$ cat config.mk
export PLATFORM = sky130hd
export DESIGN_NAME = microprogram_sequencer_flat
export DESIGN_NICKNAME = d
export VERILOG_FILES = /design/src/rtl/microprogram_sequencer_if.sv /design/src/rtl/microprogram_sequencer.sv /design/src/flat_wrapper.sv
export SDC_FILE = /design/constraint.sdc
export NUM_CORES = 1
export LEC_CHECK = 0
export ABC_CLOCK_PERIOD_IN_PS = 1700
export CORE_MARGIN = 3
export CORE_UTILIZATION = 34
export DETAILED_ROUTE_END_ITERATION = 6
export PLACE_DENSITY_LB_ADDON = 0.25
export SETUP_SLACK_MARGIN = 0.4
export SLEW_MARGIN = 20
export SYNTH_ARGS = -nofsm -noshare
export SYNTH_HDL_FRONTEND = slang
export SYNTH_SLANG_ARGS = --single-unit
$ cat constraint.sdc
create_clock -name clk -period 1.7 [get_ports clk]
set_input_delay 0.34 -clock clk [delete_from_list [all_inputs] [get_ports clk]]
set_output_delay 0.34 -clock clk [all_outputs]
set_load 0.05 [all_outputs]
$ cat src/rtl/microprogram_sequencer_if.sv
// rtl/microprogram_sequencer_if.sv - sequencer-to-datapath bundle for the microprogram sequencer
interface microprogram_sequencer_if;
    // Inputs to the sequencer
    logic [15:0] next_addr;
    logic [1:0]  br_type;
    logic        z_flag;
    logic        wait_req;
    logic        mem_ready;
    logic        halt;
    logic        resume;
    // Outputs from the sequencer
    logic [15:0] upc;
    logic [15:0] inc_addr;
    logic [1:0]  select;
    logic        upc_valid;
    logic        halted;

    // The sequencer itself
    modport slave (
        input  next_addr,
        input  br_type,
        input  z_flag,
        input  wait_req,
        input  mem_ready,
        input  halt,
        input  resume,
        output upc,
        output inc_addr,
        output select,
        output upc_valid,
        output halted
    );

    // The surrounding control unit / next-address multiplexer
    modport master (
        output next_addr,
        output br_type,
        output z_flag,
        output wait_req,
        output mem_ready,
        output halt,
        output resume,
        input  upc,
        input  inc_addr,
        input  select,
        input  upc_valid,
        input  halted
    );
endinterface

$ cat src/rtl/microprogram_sequencer.sv
// rtl/microprogram_sequencer.sv - micro-PC register, next-address select and run/stall/halt control
module microprogram_sequencer #(
    parameter logic [15:0] RESET_ADDR = 16'd0
) (
    input  logic                     clk,
    input  logic                     rst_n,
    microprogram_sequencer_if.slave  bus
);

    typedef enum logic [1:0] {
        ST_INIT  = 2'd0,
        ST_RUN   = 2'd1,
        ST_STALL = 2'd2,
        ST_HALT  = 2'd3
    } state_t;

    localparam logic [1:0] SEL_INC  = 2'd0;
    localparam logic [1:0] SEL_JUMP = 2'd1;
    localparam logic [1:0] SEL_MAP  = 2'd2;

    localparam logic [1:0] BR_SEQ  = 2'd0;
    localparam logic [1:0] BR_JUMP = 2'd1;
    localparam logic [1:0] BR_MAP  = 2'd2;
    localparam logic [1:0] BR_JZ   = 2'd3;

    state_t      state_q;
    state_t      state_d;
    logic [15:0] upc_q;
    logic [15:0] upc_d;
    logic [1:0]  select_c;

    // Branch decode for the next-address mux; a conditional jump falls back to the increment path
    always_comb begin
        select_c = SEL_INC;
        case (bus.br_type)
            BR_SEQ:  select_c = SEL_INC;
            BR_JUMP: select_c = SEL_JUMP;
            BR_MAP:  select_c = SEL_MAP;
            BR_JZ:   select_c = bus.z_flag ? SEL_JUMP : SEL_INC;
            default: select_c = SEL_INC;
        endcase
    end

    // Next state and next micro-PC; halt outranks both loading and stalling
    always_comb begin
        state_d = state_q;
        upc_d   = upc_q;
        case (state_q)
            ST_INIT: begin
                // One settling cycle: the reset address is presented but not executed yet
                state_d = ST_RUN;
            end
            ST_RUN: begin
                if (bus.halt) begin
                    state_d = ST_HALT;
                end else if (bus.wait_req && !bus.mem_ready) begin
                    state_d = ST_STALL;
                end else begin
                    upc_d = bus.next_addr;
                end
            end
            ST_STALL: begin
                if (bus.halt) begin
                    state_d = ST_HALT;
                end else if (bus.mem_ready) begin
                    state_d = ST_RUN;
                    upc_d   = bus.next_addr;
                end
            end
            ST_HALT: begin
                // Resuming does not load, so the held microinstruction executes again
                if (bus.resume && !bus.halt) begin
                    state_d = ST_RUN;
                end
            end
            default: begin
                state_d = ST_INIT;
                upc_d   = RESET_ADDR;
            end
        endcase
    end

    // State and micro-PC registers; reset abandons any pending stall or halt
    always_ff @(posedge clk or negedge rst_n) begin
        if (!rst_n) begin
            state_q <= ST_INIT;
            upc_q   <= RESET_ADDR;
        end else begin
            state_q <= state_d;
            upc_q   <= upc_d;
        end
    end

    assign bus.upc       = upc_q;
    assign bus.inc_addr  = upc_q + 16'd1;
    assign bus.select    = select_c;
    assign bus.upc_valid = (state_q == ST_RUN) || (state_q == ST_STALL);
    assign bus.halted    = (state_q == ST_HALT);

endmodule

$ cat src/flat_wrapper.sv
// flat-port wrapper written by rule: the top's interface ports become plain ports
module microprogram_sequencer_flat 
#(
    parameter logic [15:0] RESET_ADDR = 16'd0
)
  (clk, rst_n, bus_next_addr, bus_br_type, bus_z_flag, bus_wait_req, bus_mem_ready, bus_halt, bus_resume, bus_upc, bus_inc_addr, bus_select, bus_upc_valid, bus_halted);
  microprogram_sequencer_if bus_i ();
  input  logic clk;
  input  logic rst_n;
  input wire logic [$bits(bus_i.next_addr)-1:0] bus_next_addr;
  input wire logic [$bits(bus_i.br_type)-1:0] bus_br_type;
  input wire logic [$bits(bus_i.z_flag)-1:0] bus_z_flag;
  input wire logic [$bits(bus_i.wait_req)-1:0] bus_wait_req;
  input wire logic [$bits(bus_i.mem_ready)-1:0] bus_mem_ready;
  input wire logic [$bits(bus_i.halt)-1:0] bus_halt;
  input wire logic [$bits(bus_i.resume)-1:0] bus_resume;
  output wire logic [$bits(bus_i.upc)-1:0] bus_upc;
  output wire logic [$bits(bus_i.inc_addr)-1:0] bus_inc_addr;
  output wire logic [$bits(bus_i.select)-1:0] bus_select;
  output wire logic [$bits(bus_i.upc_valid)-1:0] bus_upc_valid;
  output wire logic [$bits(bus_i.halted)-1:0] bus_halted;
  assign bus_i.next_addr = bus_next_addr;
  assign bus_i.br_type = bus_br_type;
  assign bus_i.z_flag = bus_z_flag;
  assign bus_i.wait_req = bus_wait_req;
  assign bus_i.mem_ready = bus_mem_ready;
  assign bus_i.halt = bus_halt;
  assign bus_i.resume = bus_resume;
  assign bus_upc = bus_i.upc;
  assign bus_inc_addr = bus_i.inc_addr;
  assign bus_select = bus_i.select;
  assign bus_upc_valid = bus_i.upc_valid;
  assign bus_halted = bus_i.halted;
  microprogram_sequencer #(.RESET_ADDR(RESET_ADDR)) u_core (.clk(clk), .rst_n(rst_n), .bus(bus_i));
endmodule
==> run metrics, run 1 <==
Synth Area in Adders=0.04571; # IOs=61; post-synth top area cell=dfrtp_1; post-synthesis cell type count=24; syn avg cell area=10.95 um^2; simple-gate portion of the synthesized area=0.1737; post-detail-place hpwl=3235 um; synth top area cells=dfrtp_1, mux2_2, xor2_1; Seq/Total Area, Yosys=0.4114; post-synth top area share=0.4114; die width=62.75 um; number of post-CTS setup repair buffers=11; most frequent cell after synthesis=dfrtp_1; Synth Area in Compound Gates=0.03200; status=aborted with a tool error; row count=19; Exit stage=4_1_cts; hold_buf cts=0; syn_nets=129; Post-Syn Area=1095 um^2; post-cts resize count=75; commonest cells in the netlist=dfrtp_1, mux2_2, nor2_1; xor/xnor share of the synthesized area=0.1120; Mapped Cells=100; synth warn=0; clk root buf=clkbuf_4; Sink Count=18; share of flip-flops with an asynchronous set or reset=1.000; Clock Tree Buf Depth=2; Post-synth EDFFs=0; TritonCTS Buffers=3; Initial Utilization=0.3775; Die Height=62.75 um; H-tree lvl count=1; largest family of logic cells by synthesized area=multiplexers; Buffers on Ports=60; FF+latch count, synth=18; proportion of synthesized area in mux cells=0.1840; First Error=[ERROR DPL-0038] Utilization greater than 100%, impossible to legalize; ys flop type=dfrtp_1; Final Wtd Congestion=0.7521
## cell families after synthesis
logic type,Yosys count
xor gates and xnor gates,14
adders and majority gates,4
AOI/OAI and AO/OA,6
muxes,18
and+or+nand+nor,31
DFF,18
buffers and inverters,9
## metrics by stage
| step | cells | setup WS, ns | cell area, um^2 |
|---|---|---|---|
| 2_1_floorplan | 100 | -0.2821 | 1426 |
| 3_3_place_gp | 227 | -0.09931 | 2570 |
| 3_5_place_dp | 227 | -0.2317 | 2570 |
==> inputs of run 2 (changes only) <==
--- a/config.mk
+++ b/config.mk
@@ -5,12 +5,11 @@
 export SDC_FILE = /design/constraint.sdc
 export NUM_CORES = 1
 export LEC_CHECK = 0
-export ABC_CLOCK_PERIOD_IN_PS = 1700
-export CORE_MARGIN = 3
-export CORE_UTILIZATION = 34
+export ABC_CLOCK_PERIOD_IN_PS = 2200
+export CORE_AREA = 3 3 64 66
 export DETAILED_ROUTE_END_ITERATION = 6
-export PLACE_DENSITY_LB_ADDON = 0.25
-export SETUP_SLACK_MARGIN = 0.4
+export DIE_AREA = 0 0 67 69
+export PLACE_DENSITY_LB_ADDON = 0.15
 export SLEW_MARGIN = 20
 export SYNTH_ARGS = -nofsm -noshare
 export SYNTH_HDL_FRONTEND = slang
==> constraint.sdc (replaced) <==
create_clock -name clk -period 2.2 [get_ports clk]
set_input_delay 0.44 -clock clk [delete_from_list [all_inputs] [get_ports clk]]
set_output_delay 0.44 -clock clk [all_outputs]
set_load 0.05 [all_outputs]
==> run metrics, run 2 <==
Post-Syn Area=1095 um^2 (unchanged); synth top area cells=dfrtp_1, mux2_2, xor2_1; maxcap violations=0; via count=1028; 1st-iter DRT viols=37; router iterations before antenna repair=4; setup_tns=0 ns; status=completed; post-synthesis cell type count=24 (unchanged); Largest register FFs=16; # IOs=61 (unchanged); Worst Slack Setup Final=0.05178 ns; core area=3633 um^2; syn_nets=129 (unchanged); total grt overflow=0; Hold Fails Final Rpt=0; Final Wtd Congestion=0.8205 (+9.1%); clock-pin slew on the worst setup and hold paths=0.07 ns; area of the multi-input gates=797.0 um^2; xor/xnor share of the synthesized area=0.1120 (unchanged); vias per inst=4.489; Syn-to-layout area delta=108.5%; most common cell after layout, fill and taps aside=clkdlybuf4s50_1; hold_buf cts=0 (unchanged); share of flip-flops with an asynchronous set or reset=1.000 (unchanged); worst rel slew slack=0.6585; row count=22 (+3); critical path's top delay family=simple AND/OR/NAND/NOR gates; post-place setup slack=0.1448 ns (+0.3765 ns); initial antenna violation count=0; Buffers on Ports=60 (unchanged); CP max-delay cell=dfrtp_4; Worst path max stage delay=0.46 ns; Sink Count=18 (unchanged); TritonCTS clock tree=done; Hold Slack=0.5279 ns; Synth Area in Compound Gates=0.03200 (unchanged); path depth of the worst reg2reg path=6; Routed wire per std cell=13.54 um; largest family of logic cells by synthesized area=multiplexers; layout cells sized above 1=0.5138; clk root buf=clkbuf_8; post-detail-place hpwl=2360 um (-27%); ys flop type=dfrtp_1; proportion of synthesized area in mux cells=0.1840 (unchanged); largest net degree at the start of global routing=19; crit path launch=u_core.bus.upc[9]$_DFFE_PN0P_; commonest cells in the netlist=dfrtp_1, mux2_2, nor2_1; worst path required time=1.76 ns; simple-gate portion of the synthesized area=0.1737 (unchanged); syn avg cell area=10.95 um^2 (unchanged); DRC=0; diode count=0; worst-path fanout max=4; first-pass GRT wire length=5009 um; hold crit path type=in -> async; TritonCTS Buffers=3 (unchanged); most frequent cell after synthesis=dfrtp_1; post-synth top area cell=dfrtp_1; reg-to-reg critical path endpoint=u_core.state_q[1]$_DFFE_PN0P_; Mapped Cells=100 (unchanged); Crit path depth=5; Worst Setup Start Kind=flip-flop; Seq/Total Area, Yosys=0.4114 (unchanged); R2R Setup Slk=0.45 ns; Max Slew Vio Count=0; Worst-Skew Late Latency=0.26 ns; crit path DAT=1.71 ns; Routed WL=3101 um; Initial Utilization=0.3013 (-0.07617); min cycle time layout=2.148 ns; worst path bufs/invs=2; worst r2r src=u_core.state_q[0]$_DFFE_PN0P_; Storage cell area=467.9 um^2; H-tree lvl count=1 (unchanged); Worst setup EP type=output port; achievable clock frequency=465.5 MHz; number of global-route vias before repair=1035; Post-Route Skew=0.008073 ns; crit path capture=bus_inc_addr[15]; final setup fails=0; die width=67 um (+6.8%); Post-synth EDFFs=0 (unchanged); fin util=0.6281; post-synth top area share=0.4114 (unchanged); Worst-Margin Slew=0.5107 ns; crit share post-route=0.9765; Die Height=69 um (+10%); Clock Tree Buf Depth=2 (unchanged); Synth Area in Adders=0.04571 (unchanged); most frequent cells in the layout=clkdlybuf4s50_1, buf_4, mux2_2; Fillers=293; RSZ-0062 raised after global routing=true; synth warn=0 (unchanged); Layout Nets=211; Crit Path Class=reg -> out; critical-path cell list=buf_4 -> nand4_1 -> nor3_4 -> xor2_4 -> buf_12; ANT nets after route=0; Total Routing Usage GR=0.1404; FF+latch count, synth=18 (unchanged); Die ar.=4623 um^2
## run 2: worst register-to-register path, stage by stage (launching register included)
cell     delay, ns
dfrtp_1       0.40
inv_1         0.10
ha_1          0.23
nor2b_1       0.15
a21oi_1       0.05
o21ai_0       0.33
mux2_2        0.38
## run 2: worst min path at each step
stage | startpoint | endpoint | slack (ns) | cells past startpoint
2_1_floorplan | rst_n | u_core.bus.upc[0]$_DFFE_PN0P_ | 0.14 | 0
3_3_place_gp | u_core.bus.upc[1]$_DFFE_PN0P_ | u_core.bus.upc[1]$_DFFE_PN0P_ | 0.54 | 1
3_5_place_dp | u_core.bus.upc[1]$_DFFE_PN0P_ | u_core.bus.upc[1]$_DFFE_PN0P_ | 0.55 | 1
4_1_cts | rst_n | u_core.bus.upc[15]$_DFFE_PN0P_ | 0.53 | 2
5_1_grt | u_core.bus.upc[7]$_DFFE_PN0P_ | u_core.bus.upc[7]$_DFFE_PN0P_ | 0.54 | 1
6_report | rst_n | u_core.bus.upc[15]$_DFFE_PN0P_ | 0.53 | 2
## run 2: per-layer routing
layer  share of wire  wire, um  global-route usage
met4           0.033       101             0.06306
met3           0.078       243             0.03257
met5               0         0                   0
met2            0.50      1561              0.2347
met1            0.39      1195              0.1663
## run 2: cell families (layout without fill, tap and decap cells)
| logic type | after synthesis | in the layout |
|---|---|---|
| flip-flops | 18 | 18 |
| AO/OA/AOI/OAI | 6 | 6 |
| XOR/XNOR | 14 | 14 |
| buffers and inverters | 9 | 90 |
| adder cells (fa/ha/maj) | 4 | 4 |
| multiplexers | 18 | 18 |
| AND/OR/NAND/NOR | 31 | 31 |
## run 2: layout make-up
cell class                      count  area share
Timing Repair Buffer               79      0.3882
Multi-Input combinational cell     73      0.3492
Sequential cell                    18      0.2050
Tap cell                           48     0.02632
Clock buffer                        4     0.01974
Inverter                            7     0.01151
## run 2: repair_timing
item / CTS / global route
gates resized for setup: 12 / 5
buffers inserted: 0 / 15
gates cloned: 0 / 0
setup endpoints to repair: 6 / 4
pin swaps: 3 / 7
## run 2: through the flow
stage / cells / cell area (um^2)
4_1_cts: 214 / 2137
6_report: 229 / 2282
5_1_grt: 229 / 2282
3_5_place_dp: 210 / 2047
2_1_floorplan: 100 / 1232
3_3_place_gp: 210 / 2047
Power of run 2 is not shown: default switching activity piles up to over one toggle a cycle in this logic, so the estimate is an artifact.
==> inputs of run 3 (changes only) <==
--- a/config.mk
+++ b/config.mk
@@ -7,10 +7,10 @@
 export LEC_CHECK = 0
 export ABC_CLOCK_PERIOD_IN_PS = 2200
 export CORE_AREA = 3 3 64 66
+export CTS_CLUSTER_SIZE = 16
 export DETAILED_ROUTE_END_ITERATION = 6
 export DIE_AREA = 0 0 67 69
 export PLACE_DENSITY_LB_ADDON = 0.15
-export SLEW_MARGIN = 20
 export SYNTH_ARGS = -nofsm -noshare
 export SYNTH_HDL_FRONTEND = slang
 export SYNTH_SLANG_ARGS = --single-unit
==> results of run 3 <==
Final layout, timing and power as in run 2 (identical DEF).
Power of run 3 is left out for the same reason.
